$ cat config.mk
export PLATFORM = sky130hd
export DESIGN_NAME = amo_queue
export DESIGN_NICKNAME = d
export VERILOG_FILES = /design/src/rtl/amo_queue.sv
export SDC_FILE = /design/constraint.sdc
export NUM_CORES = 1
export LEC_CHECK = 0
export CELL_PAD_IN_SITES_DETAIL_PLACEMENT = 2
export CELL_PAD_IN_SITES_GLOBAL_PLACEMENT = 2
export CORE_ASPECT_RATIO = 1.75
export CORE_UTILIZATION = 32
export DETAILED_ROUTE_END_ITERATION = 8
export PLACE_DENSITY_LB_ADDON = 0.1
export SYNTH_ARGS = -nofsm -noshare
export SYNTH_HDL_FRONTEND = slang
export SYNTH_SLANG_ARGS = --single-unit
export TNS_END_PERCENT = 30
$ cat constraint.sdc
create_clock -name clk_i -period 2.6 [get_ports clk_i]
set_clock_uncertainty 0.2 [all_clocks]
set_input_delay 0.52 -clock clk_i [delete_from_list [all_inputs] [get_ports clk_i]]
set_output_delay 0.52 -clock clk_i [all_outputs]
set_load 0.05 [all_outputs]
$ cat src/rtl/amo_queue.sv
// In-order multi-entry AMO buffer between LSU and cache, with registered issue FSM,
// speculative-flush pruning and result return. Optional ack watchdog: AMO_QUEUE_TIMEOUT_EN.
module amo_queue #(
  parameter int unsigned DEPTH          = 2,
  parameter int unsigned TIMEOUT_CYCLES = 1024,
  parameter int unsigned PLEN           = 56,
  parameter int unsigned XLEN           = 64
) (
  input  logic                           clk_i,
  input  logic                           rst_ni,
  input  logic                           clr_i,
  input  logic                           flush_i,
  input  logic                           valid_i,
  output logic                           ready_o,
  input  logic [3:0]                     amo_op_i,
  input  logic [PLEN-1:0]                paddr_i,
  input  logic [XLEN-1:0]                data_i,
  input  logic [1:0]                     data_size_i,
  output logic                           amo_req_req_o,
  output logic [3:0]                     amo_req_amo_op_o,
  output logic [1:0]                     amo_req_size_o,
  output logic [63:0]                    amo_req_operand_a_o,
  output logic [63:0]                    amo_req_operand_b_o,
  input  logic                           amo_resp_ack_i,
  input  logic [63:0]                    amo_resp_result_i,
  input  logic                           amo_valid_commit_i,
  input  logic                           no_st_pending_i,
  output logic                           result_valid_o,
  output logic [63:0]                    result_o,
  output logic [$clog2(DEPTH+1)-1:0]     usage_o,
  output logic                           timeout_o
);

  localparam int unsigned PW = (DEPTH > 1) ? $clog2(DEPTH) : 1;
  localparam int unsigned CW = $clog2(DEPTH + 1);

  typedef enum logic [0:0] {S_IDLE = 1'b0, S_REQ = 1'b1} state_t;

  state_t            r_state, w_state_nxt;
  logic [PW-1:0]     r_head, r_tail, w_head_nxt, w_tail_nxt;
  logic [CW-1:0]     r_count, w_count_nxt;
  logic [3:0]        r_op   [DEPTH];
  logic [PLEN-1:0]   r_addr [DEPTH];
  logic [XLEN-1:0]   r_data [DEPTH];
  logic [1:0]        r_size [DEPTH];
  logic              r_result_valid;
  logic [63:0]       r_result;
  logic              w_push, w_pop, w_wr_en;

  function automatic logic [PW-1:0] ptr_inc(input logic [PW-1:0] p);
    if (p == PW'(DEPTH - 1)) return '0;
    else                     return p + PW'(1);
  endfunction

  assign ready_o             = (r_count != CW'(DEPTH));
  assign usage_o             = r_count;
  assign amo_req_req_o       = (r_state == S_REQ);
  assign amo_req_amo_op_o    = r_op[r_head];
  assign amo_req_size_o      = r_size[r_head];
  assign amo_req_operand_a_o = 64'(r_addr[r_head]);
  assign amo_req_operand_b_o = 64'(r_data[r_head]);
  assign result_valid_o      = r_result_valid;
  assign result_o            = r_result;

  assign w_push = valid_i & ready_o;
  assign w_pop  = (r_state == S_REQ) & amo_resp_ack_i;

  // Pointer/occupancy update: flush prunes to the non-speculative head, otherwise push/pop.
  always_comb begin
    w_head_nxt  = r_head;
    w_tail_nxt  = r_tail;
    w_count_nxt = r_count;
    w_wr_en     = 1'b0;
    if (flush_i) begin
      if (w_pop) begin
        w_head_nxt  = ptr_inc(r_head);
        w_tail_nxt  = ptr_inc(r_head);
        w_count_nxt = '0;
      end else if (((r_state == S_REQ) || amo_valid_commit_i) && (r_count != '0)) begin
        w_tail_nxt  = ptr_inc(r_head);
        w_count_nxt = CW'(1);
      end else begin
        w_tail_nxt  = r_head;
        w_count_nxt = '0;
      end
    end else begin
      if (w_push) begin
        w_wr_en    = 1'b1;
        w_tail_nxt = ptr_inc(r_tail);
      end else begin
        w_tail_nxt = r_tail;
      end
      if (w_pop) w_head_nxt = ptr_inc(r_head);
      else       w_head_nxt = r_head;
      case ({w_push, w_pop})
        2'b10:   w_count_nxt = r_count + CW'(1);
        2'b01:   w_count_nxt = r_count - CW'(1);
        default: w_count_nxt = r_count;
      endcase
    end
  end

  // Issue FSM next state; once in REQ the request is held until ack.
  always_comb begin
    w_state_nxt = r_state;
    case (r_state)
      S_IDLE: begin
        if ((r_count != '0) && amo_valid_commit_i && no_st_pending_i) w_state_nxt = S_REQ;
        else                                                          w_state_nxt = S_IDLE;
      end
      S_REQ: begin
        if (amo_resp_ack_i) w_state_nxt = S_IDLE;
        else                w_state_nxt = S_REQ;
      end
      default: w_state_nxt = S_IDLE;
    endcase
  end

  // State, pointers, storage and result registers.
  always_ff @(posedge clk_i or negedge rst_ni) begin
    if (!rst_ni) begin
      r_state        <= S_IDLE;
      r_head         <= '0;
      r_tail         <= '0;
      r_count        <= '0;
      r_result_valid <= 1'b0;
      r_result       <= 64'd0;
      for (int i = 0; i < int'(DEPTH); i++) begin
        r_op[i]   <= 4'd0;
        r_addr[i] <= '0;
        r_data[i] <= '0;
        r_size[i] <= 2'd0;
      end
    end else if (clr_i) begin
      r_state        <= S_IDLE;
      r_head         <= '0;
      r_tail         <= '0;
      r_count        <= '0;
      r_result_valid <= 1'b0;
      r_result       <= 64'd0;
    end else begin
      r_state        <= w_state_nxt;
      r_head         <= w_head_nxt;
      r_tail         <= w_tail_nxt;
      r_count        <= w_count_nxt;
      r_result_valid <= w_pop;
      if (w_pop) r_result <= amo_resp_result_i;
      if (w_wr_en) begin
        r_op[r_tail]   <= amo_op_i;
        r_addr[r_tail] <= paddr_i;
        r_data[r_tail] <= data_i;
        r_size[r_tail] <= data_size_i;
      end
    end
  end

`ifdef AMO_QUEUE_TIMEOUT_EN
  localparam int unsigned TW = $clog2(TIMEOUT_CYCLES + 1);
  logic [TW-1:0] r_tmo_cnt;
  logic          r_timeout;

  // Watchdog: counts REQ cycles without ack; the flag is sticky, the request is not withdrawn.
  always_ff @(posedge clk_i or negedge rst_ni) begin
    if (!rst_ni) begin
      r_tmo_cnt <= '0;
      r_timeout <= 1'b0;
    end else if (clr_i) begin
      r_tmo_cnt <= '0;
      r_timeout <= 1'b0;
    end else if ((r_state == S_REQ) && !amo_resp_ack_i) begin
      if (r_tmo_cnt != TW'(TIMEOUT_CYCLES)) r_tmo_cnt <= r_tmo_cnt + TW'(1);
      if (r_tmo_cnt == TW'(TIMEOUT_CYCLES - 1)) r_timeout <= 1'b1;
    end else begin
      r_tmo_cnt <= '0;
    end
  end

  assign timeout_o = r_timeout;
`else
  assign timeout_o = 1'b0;
`endif

endmodule
======== Yosys cells after proc, flatten, opt, wreduce, memory -nomap -nowiden ========
Cells that the tools add are included.
cells by class
  add/subtract/negate cells ............... 4
  order comparisons ....................... 3
  equal/unequal tests ..................... 3
  muxes and demuxes ....................... 47
  bitwise logic cells ..................... 6
  reduce and logical (&&, ||, !) cells .... 10
operator list
  operator             number
  $mux 64              6
  $mux 56              4
  $bwmux 128           1
  $bwmux 112           1
  $demux 64 s1         1
  $demux 56 s1         1
  $mux 1               17
  $mux 4               4
  $mux 2               6
  $bwmux 8             1
  $bwmux 4             1
  $demux 4 s1          1
  $ge 2x2->1 const B   2
  $logic_and 1x1->1    4
  $not 1->2            2
  $pmux 2 s2           1
  $reduce_bool 2->1    2
  $reduce_bool 4->1    1
  $reduce_bool 3->1    1
  $add 1x1->1 const B  2
  $add 2x1->2 const B  1
  $and 1x1->1          2
  $demux 2 s1          1
  $eq 2x1->1 const B   1
  8 further kinds      9
storage, ports and cells
  flip-flop bits (word level) ............. 322
  output and inout port bits .............. 204

======== Depth between registers and ports, before layout ========
  word-level depth ........................ 6
  mapped depth ............................ 8
  depth with buffers taken out ............ 7

======== Worst setup path before layout ========
No wires, ideal clock.
  path type ............................... register to register
  start point ............................. reg r_count[0] (netlist: usage_o[0])
  end point ............................... reg r_addr[100] (netlist name)
  arrival ................................. 2.296 ns
  slack ................................... -0.021 ns
  cell stages (with the launch flop) ...... 8
  path through ............................ dfrtp_1 or2b_2 nand2_2 or4_1 buf_2 buf_6 buf_6 mux2_4
between the ends
  longest elaborated chain between the ends .. 5
ends and longest elaborated chain
  item                               RTL line  source
  start, declared                    41        logic [CW-1:0] r_count, w_count_nxt;
  start signal, assigned             145       r_count <= w_count_nxt;
  $ne 2x2->1                         55        assign ready_o = (r_count != CW'(DEPTH));
  net ready_o                        14        output logic ready_o,
  $and 1x1->1                        65        assign w_push = valid_i & ready_o;
  $mux 1                             87        if (w_push) begin
  $mux 1                             74        if (flush_i) begin
  $reduce_and 2->1 (no source line)  -
  end signal, assigned by index      150       r_addr[r_tail] <= paddr_i;
  end, declared                      43        logic [PLEN-1:0] r_addr [DEPTH];
The timed path passes the listed nets, and every way through them passes these cells.
A chain may end at the register's enable or synchronous reset.

======== Worst setup path after layout ========
  start point ............................. reg r_head
  end point ............................... out amo_req_operand_a_o[39]
between the ends
  longest elaborated chain between the ends .. 4
ends and longest elaborated chain
  item                                        RTL line  source
  start, declared                             40        logic [PW-1:0] r_head, r_tail, w_head_nxt, w_tail_nxt;
  start signal, assigned                      143       r_head <= w_head_nxt;
  $not 1->2 (implied by the code)             60        assign amo_req_operand_a_o = 64'(r_addr[r_head]);
  $mux 56 (implied by the code) (3 in a row)  60
  end, declared                               22        output logic [63:0] amo_req_operand_a_o,
No other way between the ends. The select of a mux whose other input is x is not followed.

==> impl_results.md <==
* Nets at ~1.6k
* Seq pwr share at 39.3%
* CTS tree: yes
* Routed Antenna Nets at 0
* Critical Path Slowest Stage Cell: dfrtp_4
* Hold Violations, Final at 0
* Initial DRC Count at between 200 and 300
* Maxcap violations at 0
* DR vias/cell at 4.80
* Clock tree buffer depth at 3
* Pint at 11.2 mW
* Routed WL per cell at roughly 22 microns
* Mapped Area at 0.0138 sq mm
* Run status: finished with violations
* P_leak at approximately 8.8 nW
* Failing checks: negative setup slack
* Max Fclk at 0.382 GHz
* Core area at 0.0425 sq mm
* Combinational power share at 32.1%
* Cell family with most CP delay: buffers and inverters
* First-pass detailed-route iteration total at 4
* Kind of critical path: flop to output pin
* Part of the power in the clock network at between 20% and 30%
* Final wirelength at about 44,000 microns
* GRT Overall Usage at 19.4%
* First-pass GRT wire length at 65,900 microns
* IO Pins at 402
* RD Place Congestion at 0.747
* Core Util, Final at 47.3%
* Port Buffers at about 390
* Die area at between 0.04 and 0.05 sq mm
* Row Count at 100
* Top-area cell type share of the netlist area at ~58%
* Buf/Inv on CP at 3
* TritonCTS Sinks at roughly 320
* Fin crit share at 101%
* Pins Over Slew Limit at 0
* Worst-path maximum fanout at 15
* Slowest Stage Delay on Critical Path at 0.47 ns
* Synth top area cells: dfrtp_1 (58%), mux2_2 (28%), mux2_4 (4.3%), nand2_1 (3.5%), a21oi_1 (2.4%)
* Syn Area/Cell at 13.9 sq um
* Pwr/cell area at 833 mW/mm^2
* Seq/Total Area, Yosys at around three fifths
* Crit path time final at between 2 and 3 ns
* Most used DFF post-synth: dfrtp_1
* Final setup fails at 21
* Crit path launch type: flop
* TritonCTS Buffers at 35
* Synth Instances at 994
* Clk slew on worst S/H paths at 0.06 ns
* Initial Utilization at 32.5%
* Cells along the critical path: buf_12 -> clkbuf_16 -> mux2_2 -> buf_6
* Setup WS post-layout at -0.0180 ns
* Vias in the first global route at about 11k
* WHS at approximately 0.3 ns
* Largest net degree at the start of global routing at 71
* Root Buffer: clkbuf_16
* Hold crit path type: input port to async pin
* Switching pwr at approximately 5.5 mW
* Critical path endpoint category: output pin
* Slew HR at 45.6%
* Global route overflow at 0
* Post-synth top area cell: dfrtp_1
* IR drop worst, VDD at 0.000523 V
* Switch share at 33.0%
* FFs w/ async S/R, synth at 100%
* #FFs+latches synth at 322
* Worst skew pair latency at 0.52 ns
* Req. time, crit path at 1.88 ns
* Worst Path Arrival at 1.90 ns
* Vias at 9,560
* Worst Tran Pin Value at about 0.8 ns
* Layout cell share with drive strength beyond 1 at between 40 and 50%
* Number of synthesized flops with an enable pin at 0
* List of most frequent post-synthesis cells: mux2_2 (339), dfrtp_1 (322), nand2_1 (129)
* DRC at 0
* Unrepaired setup endpoints after global routing: true
* Yosys warning count at 0
* Area grow syn2layout at 45.4%
* Die height at 277 microns
* Number of antenna violations at the first check in global routing at 7
* Htree depth at 2
* Total power draw at 16.7 mW
* Final HPWL DP at 29,500 microns
* Most numerous cell in the Yosys netlist: mux2_2
* Yosys cell types at 27
* Die width at about 160 microns
[state kept, by name, summed over array words and instances, names as in the netlist]
register and flops:
r_data 128, r_addr 112, result_o 64, r_op 8, r_size 4, usage_o 2
amo_req_req_o 1, r_head 1, r_tail 1, result_valid_o 1
[cell usage in the layout, fill, tap and decap left out, types with 2 or more instances in the layout]
master and count:
clkbuf_8 5, buf_12 20, diode_2 4, buf_4 28, nand2_2 2, xnor2_1 3
clkbuf_16 43, dlygate4sd2_1 3, nor2_1 8, inv_6 3, nand2_1 128, mux2_2 332
clkbuf_1 12, mux2_4 47, dfrtp_1 320, clkdlybuf4s50_1 260, a21oi_1 65, xor2_1 2
buf_6 116, conb_1 9
[final cells by class]
type / instances / area [sq um]
multi-input cells: 607 / 5460
repair buffers: 440 / 4820
diodes: 4 / 10.0
clock inverters: 5 / 61.3
clock buffers: 52 / 990
well taps: 561 / 702
flip-flops and latches: 322 / 8060
inverters: 1 / 3.75
fillers: 4156 / 22400
[power groups by stage]
stage	clock network, mW	logic [mW]	registers (mW)
floorplan	0	3.42	6.47
global placement	0	4.91	6.55
detailed placement	0	5.02	6.64
CTS	4.97	5.42	6.57
global route	5.15	5.64	6.69
finish	4.79	5.38	6.58
[kinds of logic (layout without fill, tap and decap cells)]
family,after synthesis,in the layout,share of synthesized area [%]
mux,379,379,32.0
flops,322,322,58.3
simple gates,143,143,4.00
buf+inv,73,498,2.70
compound gates,70,70,2.62
xor+xnor,5,5,0.317
fa+ha+maj,1,1,0.0905
other cells,1,13,0.0271
[per-stage QoR]
step,setup WS (ns),cells,area [sq um],TNS (ns)
6_report,-0.0180,1992,20100,-0.0828
4_1_cts,-0.0638,1977,19800,-1.41
5_1_grt,-0.0775,1992,20100,-3.65
3_5_place_dp,0.0196,1918,18300,0
3_3_place_gp,0.0618,1918,18300,0
2_1_floorplan,0.0584,1002,13900,0
[routing by layer]
layer	GRT usage [%]	share of wire, %
met3	5.29	6.0
met1	20.7	36
met5	0	0.10
met2	36.4	55
met4	6.58	2.6
[timing repair]
item,CTS,global route
endpoints found under the setup margin,121,122
resized for setup,119,9
cloned,0,8
hold buffers,1,0
buffers inserted,1,3
hold endpoints to repair,39,0
[worst register-to-register path, stage by stage, from the launching register on]
cell and delay [ns]:
dfrtp_1 0.39, or2b_2 0.23, nand2_2 0.07, or4_4 0.48
buf_12 0.22, mux2_4 0.42
[final timing paths]
check,to,from,cells past startpoint,slack (ns)
hold reg to reg,r_addr[51]$_DFFE_PN0P_,r_addr[51]$_DFFE_PN0P_,1,0.30
max in group asynchronous,r_op[5]$_DFFE_PN0P_,rst_ni,3,1.16
setup / recovery,amo_req_operand_a_o[39],r_head$_DFFE_PN0P_,4,-0.02
setup reg to reg,r_addr[74]$_DFFE_PN0P_,usage_o[1]$_DFFE_PN0P_,5,0.48
hold / removal,r_addr[31]$_DFFE_PN0P_,rst_ni,2,0.29
min in group clk_i,r_addr[51]$_DFFE_PN0P_,r_addr[51]$_DFFE_PN0P_,1,0.30
(Power assumes the default switching activity.)
